<file path="src/rtl/hs_sync_rx.sv">
// -----------------------------------------------------------------------------
// hs_sync_rx
//   Receive side of a toggle-request / toggle-acknowledge clock-domain-crossing
//   handshake. A level change on i_req, after passing a P_SYNC_STAGES-deep
//   synchronizer, causes i_data (held stable by the sender) to be captured into
//   o_data. The word is held with o_valid until the consumer takes it with
//   i_ready, at which point o_ack toggles back to the sender.
//
// Parameters
//   P_DATA_W       width of the transferred data word
//   P_SYNC_STAGES  depth of the i_req synchronizer chain (must be >= 2)
//
// Ports
//   clk      destination-domain clock, all logic on posedge
//   rst      synchronous, active-high reset
//   i_req    asynchronous toggle request from the source domain
//   i_data   source data bus (stable while a request is outstanding)
//   i_ready  downstream consumer accepts o_data
//   o_ack    registered toggle acknowledge to the source domain
//   o_data   captured data word
//   o_valid  o_data holds an unconsumed word
//   o_busy   high whenever the FSM is not idle
//   o_err    (only with HS_SYNC_RX_ERR_EN) sticky flag: synchronized request
//            level changed while a word was still held; cleared only by rst
//
// Configuration macro
//   HS_SYNC_RX_ERR_EN  when defined, adds the o_err port and its detection logic
// -----------------------------------------------------------------------------
module hs_sync_rx #(
    parameter int P_DATA_W      = 8,
    parameter int P_SYNC_STAGES = 2
) (
    input  logic                clk,
    input  logic                rst,
    input  logic                i_req,
    input  logic [P_DATA_W-1:0] i_data,
    input  logic                i_ready,
    output logic                o_ack,
    output logic [P_DATA_W-1:0] o_data,
    output logic                o_valid,
    output logic                o_busy
`ifdef HS_SYNC_RX_ERR_EN
    ,
    output logic                o_err
`endif
);

    localparam logic [0:0] IDLE  = 1'b0;
    localparam logic [0:0] VALID = 1'b1;

    logic [P_SYNC_STAGES-1:0] sync_q, sync_d;
    logic                     req_seen_q, req_seen_d;
    logic [0:0]               state_q, state_d;
    logic [P_DATA_W-1:0]      data_q, data_d;
    logic                     valid_q, valid_d;
    logic                     ack_q, ack_d;
    logic                     req_lvl;
    logic                     new_req;

    always_comb begin
        // i_req enters only at sync[0]; everything downstream uses the last stage
        sync_d     = {sync_q[P_SYNC_STAGES-2:0], i_req};
        req_lvl    = sync_q[P_SYNC_STAGES-1];
        new_req    = req_lvl ^ req_seen_q;

        state_d    = state_q;
        req_seen_d = req_seen_q;
        data_d     = data_q;
        valid_d    = valid_q;
        ack_d      = ack_q;

        case (state_q)
            IDLE: begin
                if (new_req) begin
                    data_d     = i_data;
                    valid_d    = 1'b1;
                    req_seen_d = req_lvl;
                    state_d    = VALID;
                end
            end
            VALID: begin
                // A request arriving here stays pending (req_seen untouched)
                // and is picked up from IDLE after this handshake completes.
                if (i_ready) begin
                    valid_d = 1'b0;
                    ack_d   = ~ack_q;
                    state_d = IDLE;
                end
            end
            default: begin
                state_d = IDLE;
            end
        endcase
    end

    always_ff @(posedge clk) begin
        if (rst) begin
            sync_q     <= '0;
            req_seen_q <= 1'b0;
            state_q    <= IDLE;
            data_q     <= '0;
            valid_q    <= 1'b0;
            ack_q      <= 1'b0;
        end else begin
            sync_q     <= sync_d;
            req_seen_q <= req_seen_d;
            state_q    <= state_d;
            data_q     <= data_d;
            valid_q    <= valid_d;
            ack_q      <= ack_d;
        end
    end

`ifdef HS_SYNC_RX_ERR_EN
    logic err_q, err_d;

    always_comb begin
        // Flag the edge on which the synchronized level moves while a word is
        // still held: the sender toggled again before seeing o_ack.
        err_d = err_q |
                ((state_q == VALID) && (sync_d[P_SYNC_STAGES-1] != sync_q[P_SYNC_STAGES-1]));
    end

    always_ff @(posedge clk) begin
        if (rst) begin
            err_q <= 1'b0;
        end else begin
            err_q <= err_d;
        end
    end

    assign o_err = err_q;
`endif

    assign o_ack   = ack_q;
    assign o_data  = data_q;
    assign o_valid = valid_q;
    assign o_busy  = (state_q != IDLE);

endmodule

</file>
<file path="config.mk">
export PLATFORM = sky130hd
export DESIGN_NAME = hs_sync_rx
export DESIGN_NICKNAME = d
export VERILOG_FILES = /design/src/rtl/hs_sync_rx.sv
export SDC_FILE = /design/constraint.sdc
export NUM_CORES = 1
export LEC_CHECK = 0
export ABC_AREA = 1
export CORE_MARGIN = 5
export CORE_UTILIZATION = 45
export CTS_CLUSTER_SIZE = 14
export DETAILED_ROUTE_END_ITERATION = 7
export GPL_ROUTABILITY_DRIVEN = 0
export PLACE_DENSITY = 0.91
export SYNTH_ARGS = -nofsm -noshare
export SYNTH_HDL_FRONTEND = slang
export SYNTH_SLANG_ARGS = --single-unit
</file>
<file path="constraint.sdc">
create_clock -name clk -period 2.7 [get_ports clk]
set_input_delay 0.54 -clock clk [delete_from_list [all_inputs] [get_ports clk]]
set_output_delay 0.54 -clock clk [all_outputs]
set_load 0.005 [all_outputs]
</file>
# Word-level counts from Yosys, hierarchy flattened

Cells that the tools add are included.

Muxes and demuxes: 6
Equality and inequality tests: 2
Bitwise gates (word level): 3
Reductions and logical operators: 3

Operators with widths:

| operator                             | count |
|---|---|
| 2-bit AND reduction                  | 3 |
| 1-bit 2-to-1 mux                     | 4 |
| 2-bit != test, second input constant | 2 |
| 1-bit case mux with 2 select lines   | 2 |
| 1-bit inverter                       | 2 |
| 1-bit bitwise XOR                    | 1 |

Logic and storage cells: 20
Bits of input ports: 12
Register bits: 14
Output and inout port bits: 11

# Logic depth before layout (Yosys ltp)

Depth after elaboration: 3
Depth in mapped cells: 6
Mapped depth without buffers: 6

# Worst setup path after synthesis

OpenSTA, ideal clock, no wires.

Path type: input to register
From: input rst
To: register req_seen_q
Buffers on the path: 0
Stages on the path: 3
Arrival: 829 ps
Library setup time: 123 ps
Path slack: 1748 ps
Data required time: 2577 ps
Path through: clkinv_1 > o21ai_0 > a21oi_1

RTL lines:

| element              | line | RTL |
|---|---|---|
| from (decl)          | 34   | `input logic rst,` |
| to (signal assigned) | 106  | `req_seen_q <= req_seen_d;` |
| to (decl)            | 52   | `logic req_seen_q, req_seen_d;` |

# Worst setup path after layout

From: register state_q, in the netlist o_busy
To: output o_busy

RTL lines:

| element                | line | RTL |
|---|---|---|
| from (decl)            | 53   | `logic [0:0] state_q, state_d;` |
| from (signal assigned) | 107  | `state_q <= state_d;` |
| to (decl)              | 41   | `output logic o_busy` |

No word-level cell between the ends.

==> impl.org <==
** Run status
- The flow ran to the end, and the final reports show no timing, DRC or antenna violations.

** Yosys
- Synth area leaders :: sky130_fd_sc_hd__dfxtp_1 (44%), sky130_fd_sc_hd__inv_1 (17%), sky130_fd_sc_hd__nand2_1 (10%)
- Synth unique cells :: 14
- When the netlist entered floorplanning its net count stood at 104.
- Cell count after synthesis :: 92
- After synthesis, the mean cell area works out to 6.909 um^2.
- The biggest area contributor in the post-synthesis netlist is sky130_fd_sc_hd__dfxtp_1.
- Counting flops and latches in the post-synthesis netlist gives 14.
- Post-synth design cell area :: 635.6 um^2
- For this run, the number of Yosys warnings is 0.
- Share of synthesized area occupied by flip-flops and latches :: 44.09%
- Synth top area share :: 44.09%

** Worst setup path
- Logic depth of the worst register-to-register path :: 6
- Arrival time at the worst endpoint :: 1.26 ns
- The setup check on the worst reg-to-reg path leaves a slack of 1.63 ns.
- Launch instance of the worst register-to-register path :: req_seen_q$_SDFFE_PP0P_
- On the critical path, the stage with the largest delay is an instance of sky130_fd_sc_hd__clkdlybuf4s50_1.
- In this run the worst path has a maximum fanout of 7.
- Required time of the critical path :: 2.16 ns
- Count of cell instances traversed by the critical path :: 1
- Among cell families on the critical path, the largest total delay comes from buffers and inverters.
- CP Capture Type :: output port
- The worst register-to-register path ends at o_data[7]$_SDFFE_PP0P_.
- Buffer and inverter count on the worst path :: 1
- Worst setup SP type :: register
- Walking the worst path, the cells encountered are clkdlybuf4s50_1.
- Setup Crit Path Kind :: reg2out
- Slowest stage delay, CP :: 0.55 ns

** Timing
- Setup repair after global routing left no endpoint under its margin.
- Post-route fraction of the period consumed by the critical path :: 66.82%
- On the final layout, the worst clock skew is 0.0005258 ns.
- Worst-Margin Slew :: 0.2293 ns
- The count of pins over their slew limit is 0.
- The count of final hold-check violations was 0.
- Setup violations remaining at the end of the flow were counted as 0.
- Fmax achieved :: 554.3 MHz
- Final Critical Period :: 1.804 ns
- Slew HR :: 84.62%
- Final TNS setup :: 0 ns

** Finish
- Number of antenna repair diodes :: 0
- Layout cells sized above 1 :: 6.838%
- Cells fill 68.09% of the core in the end.
- Area Overhead vs Synth :: 41.14%
- Post-layout nets :: 131
- Post-Layout Inst Area :: 897.1 um^2

** Global routing
- Met1 global-route usage :: 16.59%
- The via count of the first global-routing pass was 526.
- Global routing used 21.93% of the available met2 tracks.
- The first global-routing pass estimated 2187 um of wire.
- Overflow left after global routing :: 0
- GRT met3 Usage :: 5.263%
- Overall routing resource usage :: 14.09%
- Largest net degree at the start of global routing :: 10
- Number of antenna violations at the first check in global routing :: 0
- The layer flagged by global routing as most heavily used is met2.

** Detailed routing
- Residual DRC count :: 0
- Wire length per cell after detailed routing :: 9.864 um
- In this run, the number of DRC markers left after iteration 0 of detailed routing was 4.
- The first detailed-routing pass ran for 4 iterations.
- In this run the remaining antenna-violating nets after routing total 0.
- For this block, the via count after detailed routing is 584.
- After detailed routing, the total wire length is 1302 um.
- Using the TritonRoute via totals, the vias-per-cell ratio works out to 4.424.

** Clock tree
- TritonCTS built the clock tree.
- Gates resized during post-CTS repair numbered 0.
- CTS max path bufs :: 2
- After clock tree synthesis, the clock-pin slew on the worst setup and hold paths is 0.08 ns.
- The root buffer cell chosen for the clock tree is sky130_fd_sc_hd__clkbuf_4.
- For the worst-skew pair, the clock arrives at the later sink with an insertion delay of 0.27 ns.
- Buffers added to address setup during post-CTS repair amount to 0.
- TritonCTS created 3 clock buffers.
- CTS saw 14 sinks.
- CTS H-Tree Depth :: 1
- Number of buffers added to fix hold violations after cts :: 0

** Pwr
- Sequential cell fraction of total power :: 50.1%
- For this design the static power due to leakage is 0.4508 nW.
- Switching share of total power :: 27.80%
- Proportion of power drawn by combinational gates :: 26.1%
- The share of total power dissipated in the clock network is 23.9%.
- P_int :: 0.3472 mW
- Switch Pwr :: 0.1337 mW
- Largest voltage drop on the vdd net :: 262.1 uV
- Dividing total power by cell area gives a power density of 536.1 nW/um^2.

** Die
- The floorplan step defined a core boundary enclosing 1318 um^2.
- I/O pin count :: 23
- The floorplan step defined a die boundary enclosing 2264 um^2.
- Chip Height :: 47.58 um
- From left edge to right edge, the die measures 47.58 um.
- After floorplanning, the core was divided into 13 placement rows.
- Starting utilization of the core area :: 48.24%

** Job
- Max-cap viol count :: 0

** Min path
- The worst hold path belongs to the class reg2reg.
- In this run the most critical hold path is launched from sync_q[0]$_SDFF_PP0_.
- Cell depth of the worst hold path :: 2
- For hold timing, the worst endpoint is sync_q[1]$_SDFF_PP0_.

** Placement
- During placement, the flow inserted port buffers numbering 22.
- After detailed placement, the total cell area comes to 874.6 um^2.
- Detailed placement finished with a half-perimeter wire length of 948.2 um.
[registers in the layout, summed over array words and instances, names as in the netlist]
| signal | flops |
|---|---|
| o_ack | 1 |
| o_busy | 1 |
| o_data | 8 |
| o_valid | 1 |
| req_seen_q | 1 |
| sync_q | 2 |
[worst reg2reg max path, stage by stage (launching register included)]
cell	delay, ns
sky130_fd_sc_hd__dfxtp_1	0.40
sky130_fd_sc_hd__inv_1	0.10
sky130_fd_sc_hd__nand2_4	0.12
sky130_fd_sc_hd__nand3_4	0.13
sky130_fd_sc_hd__nand2_1	0.09
sky130_fd_sc_hd__inv_1	0.05
sky130_fd_sc_hd__nor2_1	0.11
[cells in the final DEF, fill, tap and decap left out]
cell	count
sky130_fd_sc_hd__a21oi_1	2
sky130_fd_sc_hd__nand2_2	1
sky130_fd_sc_hd__clkdlybuf4s50_1	22
sky130_fd_sc_hd__a21boi_1	1
sky130_fd_sc_hd__inv_2	2
sky130_fd_sc_hd__o21ai_0	2
sky130_fd_sc_hd__nand2_1	17
sky130_fd_sc_hd__nor2_1	11
sky130_fd_sc_hd__clkinv_1	1
sky130_fd_sc_hd__nand4_1	8
sky130_fd_sc_hd__xor2_1	2
sky130_fd_sc_hd__nand2_4	1
sky130_fd_sc_hd__inv_1	29
sky130_fd_sc_hd__dfxtp_1	14
sky130_fd_sc_hd__clkbuf_4	3
sky130_fd_sc_hd__nand3_4	1
[cell families after synthesis]
kind of cell	Yosys count	share of synthesized area [%]
AOI/OAI and AO/OA	5	4.331
xor gates and xnor gates	2	2.756
DFF	14	44.09
and+or+nand+nor	39	29.92
buffers and inverters	32	18.90
[per-stage QoR]
stage               worst slack, ns  std cells  total power [mW]  hold WS [ns]
floorplan                     1.748         92            0.3066        0.3883
detailed placement            1.043        129            0.3703        0.4087
global placement              1.101        129            0.3664        0.3948
CTS                          0.8871        132            0.4875        0.4222
global route                 0.7954        132            0.5195        0.4308
finish                       0.8959        132            0.4809        0.4133
[area by class of cell]
class	instances	area [um^2]
Inverter	32	120.1
Clock buffer	3	22.52
Sequential cell	14	280.3
Tap cell	15	18.77
Timing Repair Buffer	22	220.2
Multi-Input combinational cell	46	235.2
Fill cell	113	420.4
[power by group through the flow]
stage	Sequential [mW]	Combinational, mW	Clock (mW)
after floorplan	0.247	0.0600	0
after global placement	0.244	0.122	0
after detailed placement	0.246	0.124	0
after CTS	0.241	0.127	0.120
after global routing	0.244	0.144	0.132
final	0.241	0.125	0.115
[cell usage after synthesis]
cell type,instances
sky130_fd_sc_hd__a21boi_1,1
sky130_fd_sc_hd__a21oi_1,2
sky130_fd_sc_hd__clkinv_1,1
sky130_fd_sc_hd__dfxtp_1,14
sky130_fd_sc_hd__inv_1,29
sky130_fd_sc_hd__inv_2,2
sky130_fd_sc_hd__nand2_1,17
sky130_fd_sc_hd__nand2_2,1
sky130_fd_sc_hd__nand2_4,1
sky130_fd_sc_hd__nand3_4,1
sky130_fd_sc_hd__nand4_1,8
sky130_fd_sc_hd__nor2_1,11
sky130_fd_sc_hd__o21ai_0,2
sky130_fd_sc_hd__xor2_1,2
[routing by layer]
metal	share of wire (%)	vias to the layer above
li1	-	321
met3	8.9	5
met1	44	240
met4	2.8	0
met5	0	-
met2	44	18
[how the worst max path moves through the flow]
stage / from / endpoint / slack, ns
finish: o_busy$_SDFF_PP0_ / o_busy / 0.90
detailed placement: rst / req_seen_q$_SDFFE_PP0P_ / 1.04
floorplan: rst / req_seen_q$_SDFFE_PP0P_ / 1.75
CTS: o_busy$_SDFF_PP0_ / o_busy / 0.89
global placement: rst / req_seen_q$_SDFFE_PP0P_ / 1.10
global route: o_busy$_SDFF_PP0_ / o_busy / 0.80
(Power assumes the default switching activity.)
